===== src/rtl/wb_arbiter_2m.sv =====
// Two-master, one-slave Wishbone arbiter: round-robin grant held for a whole CYC, plus a bus watchdog.
// Latency: the grant is registered, so s_cyc_o rises one cycle after a request; the data path is combinational.
// Backpressure: the loser waits with no ack/err until the owner drops CYC; one idle bubble separates grants.
module wb_arbiter_2m #(
  parameter int ADDR_WIDTH = 32,
  parameter int DATA_WIDTH = 32,
  parameter int TIMEOUT    = 255
) (
  input  logic                    clk_i,
  input  logic                    rst_i,
  input  logic                    m0_cyc_i,
  input  logic                    m0_stb_i,
  input  logic                    m0_we_i,
  input  logic [ADDR_WIDTH-1:0]   m0_adr_i,
  input  logic [DATA_WIDTH/8-1:0] m0_sel_i,
  input  logic [DATA_WIDTH-1:0]   m0_dat_i,
  output logic [DATA_WIDTH-1:0]   m0_dat_o,
  output logic                    m0_ack_o,
  output logic                    m0_err_o,
  input  logic                    m1_cyc_i,
  input  logic                    m1_stb_i,
  input  logic                    m1_we_i,
  input  logic [ADDR_WIDTH-1:0]   m1_adr_i,
  input  logic [DATA_WIDTH/8-1:0] m1_sel_i,
  input  logic [DATA_WIDTH-1:0]   m1_dat_i,
  output logic [DATA_WIDTH-1:0]   m1_dat_o,
  output logic                    m1_ack_o,
  output logic                    m1_err_o,
  output logic                    s_cyc_o,
  output logic                    s_stb_o,
  output logic                    s_we_o,
  output logic [ADDR_WIDTH-1:0]   s_adr_o,
  output logic [DATA_WIDTH/8-1:0] s_sel_o,
  output logic [DATA_WIDTH-1:0]   s_dat_o,
  input  logic [DATA_WIDTH-1:0]   s_dat_i,
  input  logic                    s_ack_i,
  input  logic                    s_err_i,
  output logic                    timeout_o
);

  typedef enum logic [1:0] {
    IDLE = 2'd0,
    GNT0 = 2'd1,
    GNT1 = 2'd2
  } state_t;

  // Count value seen on the TIMEOUT-th consecutive unanswered strobe cycle.
  localparam logic [15:0] WD_LAST = (TIMEOUT > 0) ? 16'(TIMEOUT - 1) : 16'd0;

  state_t      state;
  logic        last_grant;
  logic [15:0] wd_cnt;
  logic        wd_stall;
  logic        wd_fire;

  // Slave-side mux of the granted master; everything idles at zero when nobody owns the bus.
  always_comb begin
    s_cyc_o = 1'b0;
    s_stb_o = 1'b0;
    s_we_o  = 1'b0;
    s_adr_o = '0;
    s_sel_o = '0;
    s_dat_o = '0;
    case (state)
      GNT0: begin
        s_cyc_o = m0_cyc_i;
        s_stb_o = m0_cyc_i & m0_stb_i;
        s_we_o  = m0_we_i;
        s_adr_o = m0_adr_i;
        s_sel_o = m0_sel_i;
        s_dat_o = m0_dat_i;
      end
      GNT1: begin
        s_cyc_o = m1_cyc_i;
        s_stb_o = m1_cyc_i & m1_stb_i;
        s_we_o  = m1_we_i;
        s_adr_o = m1_adr_i;
        s_sel_o = m1_sel_i;
        s_dat_o = m1_dat_i;
      end
      default: ;
    endcase
  end

  // A slave ack in the would-be firing cycle suppresses the watchdog because the stall term needs no ack/err.
  assign wd_stall  = s_stb_o & ~s_ack_i & ~s_err_i;
  assign wd_fire   = (TIMEOUT != 0) && wd_stall && (wd_cnt == WD_LAST);
  assign timeout_o = wd_fire;

  // Terminations reach only the granted master; read data is broadcast but held at zero during reset.
  assign m0_ack_o = (state == GNT0) & s_ack_i;
  assign m1_ack_o = (state == GNT1) & s_ack_i;
  assign m0_err_o = (state == GNT0) & (s_err_i | wd_fire);
  assign m1_err_o = (state == GNT1) & (s_err_i | wd_fire);
  assign m0_dat_o = rst_i ? '0 : s_dat_i;
  assign m1_dat_o = rst_i ? '0 : s_dat_i;

  // Grant FSM: round-robin on ties, grant locked while the owner keeps CYC, release via IDLE.
  always_ff @(posedge clk_i or posedge rst_i) begin
    if (rst_i) begin
      state      <= IDLE;
      last_grant <= 1'b1;
    end else begin
      case (state)
        IDLE: begin
          if (m0_cyc_i && m1_cyc_i) state <= last_grant ? GNT0 : GNT1;
          else if (m0_cyc_i)        state <= GNT0;
          else if (m1_cyc_i)        state <= GNT1;
        end
        GNT0: begin
          if (!m0_cyc_i) begin
            last_grant <= 1'b0;
            state      <= IDLE;
          end
        end
        GNT1: begin
          if (!m1_cyc_i) begin
            last_grant <= 1'b1;
            state      <= IDLE;
          end
        end
        default: state <= IDLE;
      endcase
    end
  end

  // Watchdog counts consecutive unanswered strobe cycles and restarts on any answer, idle strobe or firing.
  always_ff @(posedge clk_i or posedge rst_i) begin
    if (rst_i) begin
      wd_cnt <= 16'd0;
    end else if ((TIMEOUT == 0) || !wd_stall || wd_fire) begin
      wd_cnt <= 16'd0;
    end else begin
      wd_cnt <= wd_cnt + 16'd1;
    end
  end

endmodule

===== config.mk =====
export PLATFORM = sky130hd
export DESIGN_NAME = wb_arbiter_2m
export DESIGN_NICKNAME = d
export VERILOG_FILES = /design/src/rtl/wb_arbiter_2m.sv
export SDC_FILE = /design/constraint.sdc
export NUM_CORES = 1
export LEC_CHECK = 0
export ABC_AREA = 1
export CORE_AREA = 2 2 124 126
export CTS_CLUSTER_SIZE = 8
export DETAILED_ROUTE_END_ITERATION = 6
export DIE_AREA = 0 0 126 128
export GPL_TIMING_DRIVEN = 0
export PLACE_DENSITY = 0.55
export SETUP_SLACK_MARGIN = 0.3
export SYNTH_ARGS = -nofsm -noshare
export SYNTH_HDL_FRONTEND = slang
export SYNTH_SLANG_ARGS = --single-unit

===== constraint.sdc =====
create_clock -name clk_i -period 2.2 [get_ports clk_i]
set_input_delay 0.44 -clock clk_i [delete_from_list [all_inputs] [get_ports clk_i]]
set_output_delay 0.44 -clock clk_i [all_outputs]
set_load 0.01 [all_outputs]

After elaboration in Yosys (flattened, before gate mapping). Cells that the tools add are included.

Bits of input ports: 178. Output and inout port bits: 140. Register bits after elaboration: 19. Logic and storage cells: 47.

$add $sub $neg: 1. Equal/unequal tests: 6. Reduce and logical (&&, ||, !) cells: 8. Multiplexer cells: 18. Bitwise logic cells: 11.

Operator list (number): $pmux 32 s2 (2); $mux 32 (1); $add 16x1->16 const B (1); $eq 16x8->1 const B (1); $mux 16 (1); $mux 2 (6); $and 1x1->1 (8); $pmux 1 s2 (4); $pmux 4 s2 (1); $pmux 2 s3 (1); $reduce_and 3->1 (2); $ne 2x2->1 const B (2); $ne 4x4->1 const B (1); $eq 2x1->1 const B (1); $eq 2x2->1 const B (1); $logic_and 1x1->1 (2); $logic_not 2->1 (1); $mux 1 (2); $not 1->1 (2); $reduce_bool 2->1 (1); $logic_not 1->1 (1); $logic_or 1x1->1 (1); $or 1x1->1 (1).

Logic depth before layout (Yosys ltp).
Word-level depth: 7. Depth in mapped cells: 10. Gate-level depth less buffers: 8.

Worst setup path before layout. Ideal clock, no wire load.

Path type: flip-flop to output port. Start point: reg state[1]. End point: out m0_err_o. Setup slack: 0.417 ns. Stages on the path, launching flop included: 10. Buffers on the path: 1. Required time: 1.760 ns. Data arrival time: 1.343 ns. Path through: dfrtp_1 > inv_1 > ha_1 > buf_4 > nand3_1 > nand2_1 > nand2_2 > nor2_8 > nand2_1 > a21oi_1.

Longest elaborated chain between the ends: 7. Elaborated cells between the ends (all ways): 8.

RTL lines: from (decl) (RTL line 50) `state_t state;`; from (signal assigned) (RTL line 106) `if (m0_cyc_i && m1_cyc_i) state <= last_grant ? GNT0 : GNT1;`; $eq 2x2->1 / $eq 2x1->1 (equally long branches) (RTL line 64, 93); $pmux 1 s2 (RTL line 64) `case (state)`; $and 1x1->1 (2 in a row) (RTL line 86) `assign wd_stall = s_stb_o & ~s_ack_i & ~s_err_i;`; $logic_and 1x1->1 (RTL line 87) `assign wd_fire = (TIMEOUT != 0) && wd_stall && (wd_cnt == WD_LAST);`; $or 1x1->1 (RTL line 93) `assign m0_err_o = (state == GNT0) & (s_err_i | wd_fire);`; $and 1x1->1 * (RTL line 93); to (decl) (RTL line 19) `output logic m0_err_o,`.

Mark *: on every way between the ends. The rest lies on a longest branch, timed or not.

Worst setup path in the final report.
Start point: reg state[1]. End point: out s_adr_o[28].

Longest elaborated chain between the ends: 2. Elaborated cells between the ends (all ways): 3.

RTL lines: $eq 2x2->1 / $eq 2x1->1 (equally long branches) (RTL line 64); $pmux 32 s2 * (RTL line 64); to (decl) (RTL line 32) `output logic [ADDR_WIDTH-1:0] s_adr_o,`.

Marks and branches as above.

==> impl_metrics.py <==
metrics = {
    "power": {
        "p_leak_uw": 0.00322,
        "powerDensity_nw_per_um2": 746,
        "power.total_uw": 5090,
        "vdd_drop_max_mv": 0.362,
    },
    "cts": {
        "cts_buffer_depth": 2,
        "numClockSinks": 19,
        "ctsHoldBuffers": 0,
        "clk_pin_slew_ns": 0.06,
        "cts_htree_levels": 1,
        "root_buffer": "clkbuf_16",
        "cts_inserted_buffers": 3,
        "clkLatencyLatePin_ns": 0.25,
        "cts_tree": "yes",
    },
    "worst_setup_path": {
        "cp_common_cell": "buf_4",
        "endpoint_kind": "output port",
        "r2r-start": "state[1]",
        "path_cells": "buf_4 > ha_4 > buf_6 > buf_4 > buf_4 > clkbuf_8 > nand2_2 > a21oi_2 > buf_2",
        "cp.buffers_inverters": 6,
        "path_class": "flop to output port",
        "slowest_stage": "dfrtp_1",
        "arrival_ns": 1.76,
        "cp_top_family": "buffers and inverters",
        "critPathMaxFanout": 5,
        "cp.required_ns": 1.76,
        "r2r_setup_slack_ns": 0.48,
        "critPathLaunchType": "flop",
        "worst-r2r-cell-count": 9,
        "cpPeakStageDelay_ns": 0.39,
        "reg2reg_to": "state[1]",
    },
    "status": {
        "status": "complete, no violations",
    },
    "timing": {
        "drv_slew": 0,
        "rsz0062_at_grt": "true",
        "worstMarginPinSlew_ns": 0.739,
        "setup_tns_ns": 0,
        "hold_viol": 0,
        "relSlewSlack": 0.507,
        "period_share": 0.999,
        "max_freq_mhz": 455,
        "finClkSkew_ns": 0.00341,
        "fin_ws_ns": 0.00288,
        "fin_crit_ns": 2.20,
        "setup_viol": 0,
    },
    "yosys": {
        "ys_seq_elements": 19,
        "synth_compound_area_frac": 0.155,
        "postSynthAreaPerCell_sq_um": 5.37,
        "netlist_area_sq_um": 2730,
        "synth_top_family_by_area": "simple AND/OR/NAND/NOR gates",
        "yosys_warnings": 0,
        "yosys.area_share.simple": 0.410,
        "synth.net_count": 691,
        "synth_adder_area_share": 0.0229,
        "ys_seq_area_frac": 0.175,
        "synth_xor_area_frac": 0.0257,
        "synth.mux.area_fraction": 0,
        "synth_cell_types": 24,
        "netlist_instances": 508,
    },
    "grt": {
        "grt_overflow": 0,
        "grt_usage": 0.187,
        "grt_pass1_vias": 4136,
        "grt_max_degree": 20,
        "grt_pass1_wl_um": 24000,
        "antenna_found_initial": 0,
    },
    "floorplan": {
        "die_y_um": 128,
        "start_util": 0.184,
        "dieArea_sq_um": 16100,
        "ios": 318,
        "core-area_sq_um": 14900,
        "die_x_um": 126,
        "num_rows": 45,
    },
    "hold_path": {
        "hp-class": "flop to flop",
        "hold_path_depth": 1,
        "hp-start": "wd_cnt[0]",
        "hold_end": "wd_cnt[0]",
    },
    "flow_run": {
        "maxCapViolCount": 0,
    },
    "final_layout": {
        "final_layout_size_suffix_gt1_frac": 0.361,
        "num-fill-cells": 1591,
        "post-route-util": 0.459,
        "areaGrowthSynthToFinish_pct": 150,
        "fin_nets": 1039,
        "fin_area_sq_um": 6830,
        "multi_input_area_sq_um": 2100,
        "antennaDiodeCount": 0,
        "register_area_sq_um": 477,
    },
    "routing": {
        "viasPerCell": 4.12,
        "totalWireLength_um": 16600,
        "wl_per_cell_um": 15.9,
        "drc": 0,
        "vias": 4296,
        "drt_iter0_drc": 133,
        "ant_nets": 0,
        "first_pass_iters": 4,
    },
    "place": {
        "hpwl_um": 13100,
        "port_buffers": 316,
        "dp_slack_ns": -0.501,
        "place_congestion": 0.875,
        "post_dp_cell_area_sq_um": 6130,
    },
}
-- synthesized netlist by cell type --
master	n	area share
nand3b_1	1	0.0028
nand2_2	2	0.0046
nor2_4	1	0.0041
o21ai_0	9	0.017
inv_2	2	0.0028
xor2_1	6	0.019
nor2_8	1	0.0073
dfstp_2	1	0.0096
nand2_4	1	0.0041
buf_8	1	0.0055
a31oi_1	1	0.0023
nand2_1	180	0.25
dfrtp_1	18	0.17
buf_4	34	0.094
ha_1	5	0.023
nor3_1	3	0.0055
nand4_1	2	0.0046
xnor2_1	2	0.0064
nor2_1	64	0.088
a21oi_1	74	0.14
nor2_2	10	0.023
nand3_1	10	0.018
inv_1	55	0.076
clkbuf_1	25	0.034
-- placed cells by master, fill, tap and decap left out, types with 16 or more instances in the layout --
| master | count |
|---|---|
| clkdlybuf4s50_1 | 174 |
| nand2_1 | 143 |
| buf_4 | 81 |
| buf_2 | 68 |
| nor2_1 | 56 |
| inv_1 | 53 |
| a21oi_2 | 39 |
| dlygate4sd2_1 | 34 |
| a21oi_1 | 32 |
| nand2_2 | 26 |
| dfrtp_1 | 18 |
| clkbuf_16 | 16 |
| nor2_2 | 16 |
-- worst reg2reg max path, cell delays in order (launching register included) --
cell	delay, ns
dfrtp_1	0.39
buf_4	0.15
ha_4	0.16
clkbuf_4	0.16
buf_4	0.14
nand2_1	0.08
nand2_1	0.09
a21oi_1	0.26
nand3_1	0.12
o21ai_0	0.09
-- logic make-up (layout without fill, tap and decap cells) --
| logic type | Yosys count | in the layout |
|---|---|---|
| adders and majority gates | 5 | 5 |
| xor gates and xnor gates | 8 | 8 |
| and+or+nand+nor | 275 | 275 |
| DFF | 19 | 19 |
| buffers and inverters | 117 | 464 |
| AOI/OAI and AO/OA | 84 | 84 |
-- metal layers --
metal,track usage,part of all wire,vias to the layer above
li1,-,-,2220
met1,0.229,0.40,1918
met2,0.347,0.53,138
met3,0.0334,0.054,20
met4,0.0336,0.014,0
met5,0,0,-
-- power by group --
group          internal (uW)  switching (uW)
Clock                    244             135
Sequential               381            18.3
Combinational           2160            2160
-- sequential cells by signal, indices dropped and copies added, names as in the netlist --
register / flops
state: 2
wd_cnt: 16
last_grant: 1
-- timing repair --
| item | in CTS | in global routing |
|---|---|---|
| cloned | 5 | 4 |
| gates resized for setup | 523 | 64 |
| setup buffers | 14 | 4 |
| pin swaps | 7 | 17 |
| setup endpoints to repair | 140 | 77 |
-- area by class of cell --
type / count / share of cell area
Timing Repair Buffer: 343 / 0.436
Multi-Input combinational cell: 372 / 0.307
Buffer: 60 / 0.109
Sequential cell: 19 / 0.0698
Tap cell: 188 / 0.0345
Inverter: 57 / 0.0324
Clock buffer: 3 / 0.0110
Clock inverter: 1 / 0.000733
-- worst max-delay path by stage --
stage                        start     endpoint  slack, ns  cells after the start
after floorplan           state[1]     m0_err_o       0.42                      9
after global placement    m0_cyc_i     m1_err_o      -0.51                      8
after detailed placement  m0_cyc_i     m1_err_o      -0.50                      8
after global routing      state[0]     m1_err_o      -0.07                     10
after CTS                 state[0]     m1_err_o     -0.009                     10
final                     state[1]  s_adr_o[28]      0.003                      9
-- through the flow --
| stage | hold WS (ns) | cells |
|---|---|---|
| final | 0.486 | 1043 |
| after CTS | 0.490 | 1035 |
| after global placement | 0.483 | 1012 |
| after global routing | 0.518 | 1043 |
| after floorplan | 0.459 | 508 |
| after detailed placement | 0.480 | 1012 |
(Power assumes the default switching activity.)
